--- config.mk ---
export PLATFORM = sky130hd
export DESIGN_NAME = led_blink_arbiter
export DESIGN_NICKNAME = d
export VERILOG_FILES = /design/src/rtl/led_blink_arbiter.sv
export SDC_FILE = /design/constraint.sdc
export NUM_CORES = 1
export LEC_CHECK = 0
export ABC_AREA = 1
export CAP_MARGIN = 20
export CORE_ASPECT_RATIO = 1.2
export CORE_MARGIN = 4
export CORE_UTILIZATION = 40
export CTS_CLUSTER_DIAMETER = 60
export DETAILED_ROUTE_END_ITERATION = 10
export MAX_ROUTING_LAYER = met4
export PLACE_DENSITY = 0.69
export RECOVER_POWER = 25
export SYNTH_ARGS = -nofsm -noshare
export SYNTH_HDL_FRONTEND = slang
export SYNTH_SLANG_ARGS = --single-unit
--- constraint.sdc ---
create_clock -name CLOCK_50 -period 7.29 [get_ports CLOCK_50]
set_clock_uncertainty 0.05 [all_clocks]
set_input_delay 1.458 -clock CLOCK_50 [delete_from_list [all_inputs] [get_ports CLOCK_50]]
set_output_delay 1.458 -clock CLOCK_50 [all_outputs]
set_load 0.01 [all_outputs]
--- src/rtl/led_blink_arbiter.sv ---
// rtl/led_blink_arbiter.sv - round-robin sharing of the board LED between N_REQ blink-burst requesters.
// Define LED_ARB_FIXED_PRIO_EN to replace round-robin with fixed priority (lowest req index wins).
module led_blink_arbiter #(
    parameter int N_REQ       = 4,
    parameter int HALF_PERIOD = 5000,
    parameter int GAP_CYCLES  = 20000,
    parameter int CNT_W       = 26,
    parameter int BURST_W     = 4
) (
    input  logic                     CLOCK_50,
    input  logic                     reset,
    input  logic [N_REQ-1:0]         req,
    input  logic [N_REQ*BURST_W-1:0] burst_len,
    output logic [N_REQ-1:0]         grant,
    output logic [N_REQ-1:0]         done,
    output logic                     busy,
    output logic                     LED
);

    localparam int PTR_W = (N_REQ > 1) ? $clog2(N_REQ) : 1;
    localparam logic [CNT_W-1:0] HALF_LAST = CNT_W'(HALF_PERIOD - 1);
    localparam logic [CNT_W-1:0] GAP_LAST  = CNT_W'(GAP_CYCLES - 1);

    typedef enum logic [1:0] {
        IDLE = 2'd0,
        ON   = 2'd1,
        OFF  = 2'd2,
        GAP  = 2'd3
    } state_t;

    state_t             state_q, state_d;
    logic [CNT_W-1:0]   cnt_q, cnt_d;
    logic [BURST_W-1:0] rem_q, rem_d;
    logic [PTR_W-1:0]   ptr_q, ptr_d;
    logic [N_REQ-1:0]   grant_q, grant_d;
    logic [N_REQ-1:0]   done_q, done_d;
    logic               busy_q, busy_d;
    logic               led_q, led_d;

    logic [PTR_W-1:0]   win;
    logic               win_vld;
    logic               owner_req;

    // ptr_q doubles as the current owner's index while a burst is running
    assign owner_req = req[ptr_q];

    always_comb begin
        int idx;
        idx     = 0;
        win     = '0;
        win_vld = 1'b0;
`ifdef LED_ARB_FIXED_PRIO_EN
        for (int i = N_REQ - 1; i >= 0; i--) begin
            if (req[i]) begin
                win     = PTR_W'(i);
                win_vld = 1'b1;
            end
        end
`else
        for (int k = 1; k <= N_REQ; k++) begin
            idx = int'(ptr_q) + k;
            if (idx >= N_REQ) begin
                idx = idx - N_REQ;
            end
            if (!win_vld && req[idx]) begin
                win     = PTR_W'(idx);
                win_vld = 1'b1;
            end
        end
`endif
    end

    always_comb begin
        state_d = state_q;
        cnt_d   = cnt_q + 1'b1;
        rem_d   = rem_q;
        ptr_d   = ptr_q;
        grant_d = grant_q;
        done_d  = '0;

        case (state_q)
            IDLE: begin
                cnt_d   = '0;
                grant_d = '0;
                if (win_vld) begin
                    ptr_d   = win;
                    rem_d   = burst_len[win*BURST_W +: BURST_W];
                    grant_d = N_REQ'(1) << win;
                    if (rem_d != '0) begin
                        state_d = ON;
                    end else begin
                        done_d = grant_d;
                    end
                end
            end
            ON: begin
                if (!owner_req) begin
                    state_d = IDLE;
                    cnt_d   = '0;
                    grant_d = '0;
                end else if (cnt_q == HALF_LAST) begin
                    state_d = OFF;
                    cnt_d   = '0;
                end
            end
            OFF: begin
                if (!owner_req) begin
                    state_d = IDLE;
                    cnt_d   = '0;
                    grant_d = '0;
                end else if (cnt_q == HALF_LAST) begin
                    rem_d   = rem_q - 1'b1;
                    cnt_d   = '0;
                    state_d = (rem_d != '0) ? ON : GAP;
                end
            end
            GAP: begin
                if (!owner_req || cnt_q == GAP_LAST) begin
                    state_d = IDLE;
                    cnt_d   = '0;
                    grant_d = '0;
                end
            end
            default: begin
                state_d = IDLE;
                cnt_d   = '0;
                grant_d = '0;
            end
        endcase

        // done is registered, so it is raised on the edge that enters the last GAP cycle
        if (state_d == GAP && cnt_d == GAP_LAST) begin
            done_d = grant_q;
        end

        busy_d = (state_d != IDLE);
        led_d  = (state_d == ON);
    end

    always_ff @(posedge CLOCK_50) begin
        if (reset) begin
            state_q <= IDLE;
            cnt_q   <= '0;
            rem_q   <= '0;
            ptr_q   <= PTR_W'(N_REQ - 1);
            grant_q <= '0;
            done_q  <= '0;
            busy_q  <= 1'b0;
            led_q   <= 1'b0;
        end else begin
            state_q <= state_d;
            cnt_q   <= cnt_d;
            rem_q   <= rem_d;
            ptr_q   <= ptr_d;
            grant_q <= grant_d;
            done_q  <= done_d;
            busy_q  <= busy_d;
            led_q   <= led_d;
        end
    end

    assign grant = grant_q;
    assign done  = done_q;
    assign busy  = busy_q;
    assign LED   = led_q;

endmodule

Word-level counts from Yosys, hierarchy flattened
Index checks and enable logic that the tools add are counted.
{ "classes": {"shifts": 2, "magnitude_cmp": 9, "add_sub_neg": 10, "eq_ne": 13, "reduce_logical": 18, "n_mux": 51} }
{ "op_table": {"columns": ["op", "n"], "rows": [
  ["< comparator 32 x 4 -> 1 bit (second input constant)", 4],
  ["two-way mux 32 bit", 4],
  ["two-way mux 26 bit", 3],
  ["case mux 26 bit (3 select lines)", 1],
  ["equality test 26 x 15 -> 1 bit (second input constant)", 2],
  ["two-way mux 4 bit", 10],
  ["adder 26 x 1 -> 26 bit (second input constant)", 1],
  ["equality test 26 x 13 -> 1 bit (second input constant)", 1],
  ["two-way mux 2 bit", 12],
  ["indexed part select 16 x 5 -> 4 bit", 1],
  ["two-way mux 1 bit", 13],
  ["case mux 4 bit (3 select lines)", 1],
  ["subtractor 3 x 3 -> 4 bit (second input constant)", 3],
  ["binary-select mux 1 bit (select 2 bit)", 5],
  ["inequality test 2 bit (second input constant)", 5],
  [">= comparator 3 bit (second input constant)", 3],
  ["case mux 2 bit (4 select lines)", 1],
  ["case mux 4 bit (2 select lines)", 1],
  ["nonzero test 4 bit", 2],
  ["adder 2 x 2 -> 3 bit (second input constant)", 2],
  ["equality test 2 bit (second input constant)", 3],
  ["subtractor 4 x 3 -> 5 bit (second input constant)", 1],
  ["adder 2 x 3 -> 4 bit (second input constant)", 1],
  ["equality test 2 x 1 -> 1 bit (second input constant)", 2],
  ["13 further kinds", 21]
]} }
{ "word_totals": {"elab_cells": 111, "regBits": 44, "in_bits": 22} }

Depth between registers and ports, before layout
Gate-level depths: netlist of the first run.
{ "logic_depth": {"ltp_word": 24, "depth_mapped": 25} }

Least setup slack after synthesis of the first run
Ideal clock, no wire load.
{ "synth_path": {"kind": "input to register", "startpoint": "input port req[3]", "endpoint": "register done_q[0], in the netlist done[0]", "path_buffers": 1, "setup_slack_ps": 3982, "cell_stages": 21, "setup_ps": 113, "arrival_time_ps": 3145, "path_cell_list": "nand2_1 -> nand2_2 -> nand2_1 -> nand2_2 -> nor2_8 -> nand3_4 -> nand2_4 -> nand2_4 -> buf_6 -> nand2_1 -> nand2_1 -> nand2_1 -> nand2_2 -> nor2_4 -> nand2_2 -> nand2_2 -> nand2_2 -> nand2_4 -> nand3_4 -> nor2_1 -> nor2_1"} }
{ "synth_between": {"elab_chain_len": 21, "elab_cells_between_ends": 49, "cone_classes": "eq/ne: 2; shift: 2; mux: 35; reduce/logical: 10"} }
{ "synth_rtl": {"columns": ["item", "line", "source"], "rows": [
  ["start, declared", "12", "input logic [N_REQ-1:0] req,"],
  ["binary-select mux 1 bit (select 2 bit)", "65", "if (!win_vld && req[idx]) begin"],
  ["two-way mux 1 bit (not written as such) (2 in a row)", "65", null],
  ["two-way mux 1 bit", "65", null],
  ["logical NOT 1 bit", "65", null],
  ["logical AND 1 bit", "65", null],
  ["two-way mux 1 bit", "65", null],
  ["logical NOT 1 bit", "65", null],
  ["logical AND 1 bit", "65", null],
  ["[... 4 more ...]", null, null],
  ["indexed part select 16 x 5 -> 4 bit", "87", "rem_d = burst_len[win*BURST_W +: BURST_W];"],
  ["nonzero test 4 bit", "89", "if (rem_d != '0) begin"],
  ["two-way mux 2 bit", "89", null],
  ["two-way mux 2 bit", "85", "if (win_vld) begin"],
  ["case mux 2 bit (4 select lines)", "81", "case (state_q)"],
  ["equality test 2 bit", "132", "if (state_d == GAP && cnt_d == GAP_LAST) begin"],
  ["logical AND 1 bit", "132", null],
  ["two-way mux 4 bit *", "132", null],
  ["end signal, assigned", "156", "done_q <= done_d;"],
  ["end, declared", "36", "logic [N_REQ-1:0] done_q, done_d;"]
]} }
Every way passes the cells marked *; elsewhere a longest branch is shown, timed or not. The select of a mux whose other input is x is not followed.
A chain may end at the register's enable or synchronous reset.

Final worst setup path of the first run
{ "layout_path": {"startpoint": "input port req[3]", "endpoint": "register done_q[3], in the netlist done[3]"} }
The elaborated chain is that of the path after synthesis.

==> reports/results.md, run 1 <==
Floorplan
- 34 — placement row count
- 32 — number of top-level pins
- 0.00898 sq mm — Die Outline Area
- 41.3% — Initial Utilization
- 87.2 um — die extent in x
- 0.00727 sq mm — placeable core region
- 103 um — DIE HEIGHT

Power and ir drop
- 0.203 mV — IR Drop Worst-Case VDD
- 58.4% — Logic pwr share
- 0.000589 W — switching power total
- 0.00120 W — power consumption
- 48.9% — sw frac
- 16.2% — Clock power frac
- 345 mW/mm^2 — power density over the cells
- 0.000614 W — internal portion of total power
- 1.49 nW — leakage component of the power
- 25.4% — sequential share of power

Timing
- 0 — max-slew violations
- 65.1% — share of the cycle needed by the critical path after routing
- 4.74 ns — shortest period the worst path allows
- 0 ns — setup_tns
- 33.1% — worst relative slew slack
- 0 — count of final setup violators
- 211 MHz — highest attainable clock frequency
- no — unrepaired setup endpoints after global routing
- 0.993 ns — measured slew at the worst slew-check pin
- 0 — endpoints failing hold

CTS
- 5 — total clock buffers created by CTS
- 0 — number of buffers inserted for hold repair after clock tree synthesis
- yes — CTS tree
- 2 — buffer levels on the longest clock path
- 0 — number of setup buffers added after CTS
- 44 — clock sink count
- 0.10 ns — clock slew at the register clock pins of the worst setup and hold paths
- 0 — post-cts gate resize count
- sky130_fd_sc_hd__clkbuf_8 — clock root buffer
- 2 — H-tree lvl count
- 0.31 ns — clock latency of the later-clocked register in the worst-skew pair

Routing
- 4.05 mm — detailed route wirelength on metal2
- 13.1 um — Avg WL per Cell
- 5 — first-pass iteration count of the detailed router
- 0 — number of remaining DRC errors
- 332 um — routed length on met3
- 195 — drt first-iter violations
- 5.20 — routed vias/inst
- 3047 — total number of vias
- met4 — highest metal layer with signal wires
- 0 — number of routed nets with antenna violations
- 7.65 mm — final routed wirelength across all metal layers
- 3.10 mm — total routed wire length on the met1 layer

GRT
- 17 — pin count of the biggest net entering global routing
- 3001 — via count of the first global-routing pass
- 0 — aggregate global routing overflow
- 13.2 mm — first-pass GRT wire length
- 18.8% — global-route usage over all layers
- 0 — number of antenna violations at the first check in global routing

Yosys
- 38 — post-synthesis cell type count
- 29.3% — sequential area share after synthesis
- 6.47 sq um — Post-Syn Area per Cell
- 465 — Syn Inst Count
- 0 — count of warnings emitted by yosys
- 44 — number of storage elements in the synthesis netlist
- 0.00301 sq mm — combined area of all synthesized cells
- 494 — net count after synthesis

Placed design
- 0.00339 sq mm — post-placement cell area
- 578 — Cells after DPL
- 0.924 — global placer's final weighted congestion
- 6.01 mm — sum of net half-perimeters after detailed placement
- 31 — I/O Buffers

Critical path
- flop — CP Capture Type
- input port — Critical Path Source Type
- sky130_fd_sc_hd__nand2_1 — most common cell type on the critical path
- 3 — number of buffer and inverter stages on the critical path
- input port to flop — kind of critical path
- 4.94 ns — endpoint arrival time on the critical path
- 10 — critical-path maximum fanout
- 0.77 ns — worst stage delay on the critical path
- dlygate4sd3_1 -> nand2_1 -> nand2_2 -> o21ai_0 -> inv_1 -> nand3_1 -> nand2_1 -> nand2_1 -> inv_2 -> nand3_1 -> nand3_1 -> nor2_1 -> nand3_1 -> nor2_1 -> nand3_4 -> nand2_1 -> nand2_1 -> nor2_1 — series of cell instances along the critical path
- simple AND/OR/NAND/NOR gates — largest delay contributor family on the critical path
- sky130_fd_sc_hd__o21ai_0 — slowest library cell on the worst path
- 7.49 ns — required time reported for the critical path endpoint

Final layout
- 524 — number of nets in the final layout
- 0 — antenna diode count
- sky130_fd_sc_hd__nand2_1 — leading cell type in the layout, fill and taps excluded
- 586 — filler-free cell count of the finished design
- 10.7% — share of post-route cells with drive strength above 1
- 16.0% — Area Growth Syn to Fin
- 0.00349 sq mm — final standard cell area without fillers
- 48.0% — final core area utilization
- sky130_fd_sc_hd__nand2_1, sky130_fd_sc_hd__nor2_1, sky130_fd_sc_hd__dfxtp_1 — most frequent cells in the layout

Hold path
- flop to flop — path class of the lowest-slack min-delay path

Run
- 0 — count of maximum capacitance violations

Run status
- finished, final reports clean — outcome

[Yosys cell counts (all sizes together)]
master / count / area, sq um
nor3: 23 / 120
dfxtp: 44 / 881
a221oi: 3 / 26.3
nand3b: 1 / 7.51
a21oi: 17 / 88.8
o2111ai: 1 / 8.76
nand4: 20 / 125
clkinv: 1 / 3.75
nand3: 34 / 195
o31ai: 2 / 15.0
a31oi: 1 / 6.26
nand2: 143 / 639
inv: 46 / 175
buf: 3 / 23.8
ha: 7 / 87.6
o21ai: 17 / 100
and3: 2 / 12.5
nor2: 77 / 328
o22ai: 1 / 6.26
or2: 2 / 12.5
clkbuf: 5 / 18.8
xor2: 12 / 105
o211ai: 2 / 15.0
nor4: 1 / 6.26
[worst min-delay path, cell delays in order (launching register included)]
cell                      delay, ns
sky130_fd_sc_hd__dfxtp_1       0.34
sky130_fd_sc_hd__nor2_1        0.10
sky130_fd_sc_hd__nor2_1        0.05
[layout make-up]
class	count	area (sq um)
Clock buffer	5	68.8
Clock inverter	3	46.3
Fill cell	750	3780
Inverter	47	179
Multi-Input combinational cell	366	1890
Sequential cell	44	881
Tap cell	90	113
Timing Repair Buffer	31	310
[per-stage QoR]
| step | worst slack [ns] | hold WS, ns |
|---|---|---|
| finish | 2.55 | 0.463 |
| CTS | 3.45 | 0.469 |
| global route | 2.22 | 0.482 |
| floorplan | 3.98 | 0.414 |
| global placement | 3.17 | 0.443 |
| detailed placement | 3.14 | 0.455 |
[metal layers]
| metal | GRT usage, % | vias to the layer above |
|---|---|---|
| met3 | 3.28 | 17 |
| met4 | 6.14 | 0 |
| met1 | 19.5 | 1366 |
| met2 | 35.4 | 77 |
| met5 | - | - |
| li1 | - | 1587 |
[cells by family after synthesis]
family	synth area share, %
flops	29.3
buf+inv	7.36
compound gates	8.86
simple gates	48.1
fa+ha+maj	2.91
xor+xnor	3.49
[worst paths after layout]
kind | from | end | slack (ns) | cells past startpoint
setup / recovery | req[3] | done[3] | 2.55 | 18
hold / removal | grant[2] | done[2] | 0.46 | 2
setup reg to reg | ptr_q[0] | done[3] | 3.60 | 18
hold reg to reg | grant[2] | done[2] | 0.46 | 2
[state kept, by name, indices dropped and copies added (netlist names)]
signal and cells:
cnt_q 26, state_q 2, busy 1, ptr_q 2
LED 1, rem_q 4, grant 4, done 4
[power groups by stage]
stage	sequential, W	clock (W)	combinational [W]
2_1_floorplan	0.000309	0	0.000568
3_3_place_gp	0.000311	0	0.000707
3_5_place_dp	0.000313	0	0.000717
4_1_cts	0.000307	0.000200	0.000720
5_1_grt	0.000312	0.000210	0.000783
6_report	0.000306	0.000195	0.000702
Note: power is estimated with default switching activity, not from simulation.
==> run 2, diff against run 1 <==
--- a/config.mk
+++ b/config.mk
@@ -13,7 +13,7 @@
 export CTS_CLUSTER_DIAMETER = 60
 export DETAILED_ROUTE_END_ITERATION = 10
 export MAX_ROUTING_LAYER = met4
-export PLACE_DENSITY = 0.69
+export PLACE_DENSITY = 0.71
 export RECOVER_POWER = 25
 export SYNTH_ARGS = -nofsm -noshare
 export SYNTH_HDL_FRONTEND = slang
==> constraint.sdc (replaced) <==
create_clock -name CLOCK_50 -period 4.2 [get_ports CLOCK_50]
set_clock_uncertainty 0.05 [all_clocks]
set_input_delay 0.84 -clock CLOCK_50 [delete_from_list [all_inputs] [get_ports CLOCK_50]]
set_output_delay 0.84 -clock CLOCK_50 [all_outputs]
set_load 0.01 [all_outputs]
==> reports/results.md, run 2 (synthesis results as in run 1) <==
Run status
- finished, final reports clean — outcome

Critical path
- 4.39 ns — required time reported for the critical path endpoint
- 10 — critical-path maximum fanout
- done[0] — worst reg2reg endpoint
- input port — Critical Path Source Type
- input port to flop — kind of critical path
- 19 — depth of the worst register-to-register path
- 1.00 ns — flop2flop setup slack
- 3.40 ns — endpoint arrival time on the critical path
- cnt_q[0] — launch point of the worst reg-to-reg path
- done[0] — last element of the critical path
- req[3] — worst setup path start
- flop — CP Capture Type

Final layout
- sky130_fd_sc_hd__nand2_1 — leading cell type in the layout, fill and taps excluded
- sky130_fd_sc_hd__nand2_1, sky130_fd_sc_hd__nor2_1, sky130_fd_sc_hd__dfxtp_1 — most frequent cells in the layout
- 791 — # fillers
- cnt_q — register with the most flip-flops
- 16.4% — Area Growth Syn to Fin
- 524 — number of nets in the final layout
- 0.00190 sq mm — area taken by multi-input logic gates
- 586 — filler-free cell count of the finished design
- 0 — antenna diode count
- 26 — max FFs per register
- 881 sq um — Sequential cell area
- 10.9% — share of post-route cells with drive strength above 1
- 0.00350 sq mm — final standard cell area without fillers

Routing
- 127 — drt first-iter violations
- 13.1 um — Avg WL per Cell
- 3108 — total number of vias
- 0 — number of remaining DRC errors
- 0 — number of routed nets with antenna violations
- 7.67 mm — final routed wirelength across all metal layers
- 6 — first-pass iteration count of the detailed router
- 5.30 — routed vias/inst

Floorplan
- 87.2 um — die extent in x
- 32 — number of top-level pins
- 0.00898 sq mm — Die Outline Area
- 34 — placement row count
- 0.00727 sq mm — placeable core region
- 103 um — DIE HEIGHT
- 41.3% — Initial Utilization

CTS
- yes — CTS tree
- 0.30 ns — clock latency of the later-clocked register in the worst-skew pair
- 0 — post-cts gate resize count
- sky130_fd_sc_hd__clkbuf_8 — clock root buffer
- 0 — number of setup buffers added after CTS
- 0.09 ns — clock slew at the register clock pins of the worst setup and hold paths
- 2 — H-tree lvl count
- 0 — number of buffers inserted for hold repair after clock tree synthesis
- 5 — total clock buffers created by CTS
- 2 — buffer levels on the longest clock path
- 44 — clock sink count

GRT
- 2969 — via count of the first global-routing pass
- 18.6% — global-route usage over all layers
- 0 — aggregate global routing overflow
- 13.2 mm — first-pass GRT wire length
- 17 — pin count of the biggest net entering global routing
- 0 — number of antenna violations at the first check in global routing

Timing
- 3.21 ns — shortest period the worst path allows
- 0 — max-slew violations
- 0.993 ns — slack of the critical path
- no — unrepaired setup endpoints after global routing
- 312 MHz — highest attainable clock frequency
- 0.644 ns — measured slew at the worst slew-check pin
- 0 ns — setup_tns
- 0 — endpoints failing hold
- 76.4% — share of the cycle needed by the critical path after routing
- 0 — count of final setup violators
- 56.9% — worst relative slew slack

Power and ir drop
- 0.353 mV — IR Drop Worst-Case VDD
- 594 mW/mm^2 — power density over the cells
- 1.49 nW — leakage component of the power

Hold path
- flop to flop — path class of the lowest-slack min-delay path
- grant[2] — hold wc startpoint

Placed design
- 578 — Cells after DPL
- 6.01 mm — sum of net half-perimeters after detailed placement
- 0.952 — global placer's final weighted congestion
- 0.00339 sq mm — post-placement cell area
- 0.798 ns — DP Worst Slack
- 31 — I/O Buffers

Run
- 0 — count of maximum capacitance violations

run 2: cell types whose count changed in the layout (fill, tap and decap cells not counted):
cell,change
sky130_fd_sc_hd__clkdlybuf4s50_1,+1
sky130_fd_sc_hd__clkinv_4,+2
sky130_fd_sc_hd__clkinvlp_4,-1
sky130_fd_sc_hd__dlygate4sd3_1,-1
sky130_fd_sc_hd__inv_6,-1
sky130_fd_sc_hd__o21ai_0,-1
sky130_fd_sc_hd__o21ai_4,+1
run 2: worst max-delay path, stage by stage:
cell and delay (ns):
sky130_fd_sc_hd__clkdlybuf4s50_1 0.42, sky130_fd_sc_hd__nand2_1 0.10, sky130_fd_sc_hd__nand2_2 0.08, sky130_fd_sc_hd__o21ai_4 0.24
sky130_fd_sc_hd__inv_1 0.12, sky130_fd_sc_hd__nand3_1 0.10, sky130_fd_sc_hd__nand2_1 0.23, sky130_fd_sc_hd__nand2_1 0.26
sky130_fd_sc_hd__inv_2 0.08, sky130_fd_sc_hd__nand3_1 0.10, sky130_fd_sc_hd__nand3_1 0.09, sky130_fd_sc_hd__nor2_1 0.10
sky130_fd_sc_hd__nand3_1 0.07, sky130_fd_sc_hd__nor2_1 0.20, sky130_fd_sc_hd__nand3_4 0.13, sky130_fd_sc_hd__nand2_1 0.08
sky130_fd_sc_hd__nand2_1 0.05, sky130_fd_sc_hd__nor2_1 0.11
run 2: final cells by class:
| class | instances | share of cell area, % |
|---|---|---|
| clock inverter | 3 | 1.36 |
| inverter | 47 | 5.11 |
| clock buffer | 5 | 1.96 |
| sequential | 44 | 25.2 |
| timing repair buffer | 31 | 8.86 |
| tap | 90 | 3.22 |
| multi-input combinational | 366 | 54.3 |
run 2: metrics by stage:
step | power, W | util, % | hold slack [ns]
after floorplan | 0.00152 | - | 0.414
after global placement | 0.00175 | 46.6 | 0.447
after detailed placement | 0.00177 | 46.6 | 0.452
after CTS | 0.00212 | 48.2 | 0.465
after global routing | 0.00227 | 48.1 | 0.478
final | 0.00208 | 48.1 | 0.454
run 2: worst min path at each step:
stage	cells past startpoint	slack [ns]	to
finish	2	0.45	done[2]
floorplan	1	0.41	cnt_q[0]
global placement	1	0.45	cnt_q[0]
CTS	2	0.47	done[3]
global route	2	0.48	done[2]
detailed placement	2	0.45	done[3]
run 2: layer usage:
layer | vias up | GRT usage [%] | wire [um]
met5 | - | - | 0
met4 | 0 | 7.08 | 233
met2 | 83 | 34.1 | 3930
met3 | 22 | 2.96 | 375
li1 | 1586 | - | -
met1 | 1417 | 20.0 | 3130
run 2: power by group:
group | switching [W] | total (W) | internal, W
Clock | 0.000158 | 0.000338 | 0.000179
Sequential | 0.0000514 | 0.000530 | 0.000479
Combinational | 0.000799 | 0.00121 | 0.000414
Total | 0.00101 | 0.00208 | 0.00107
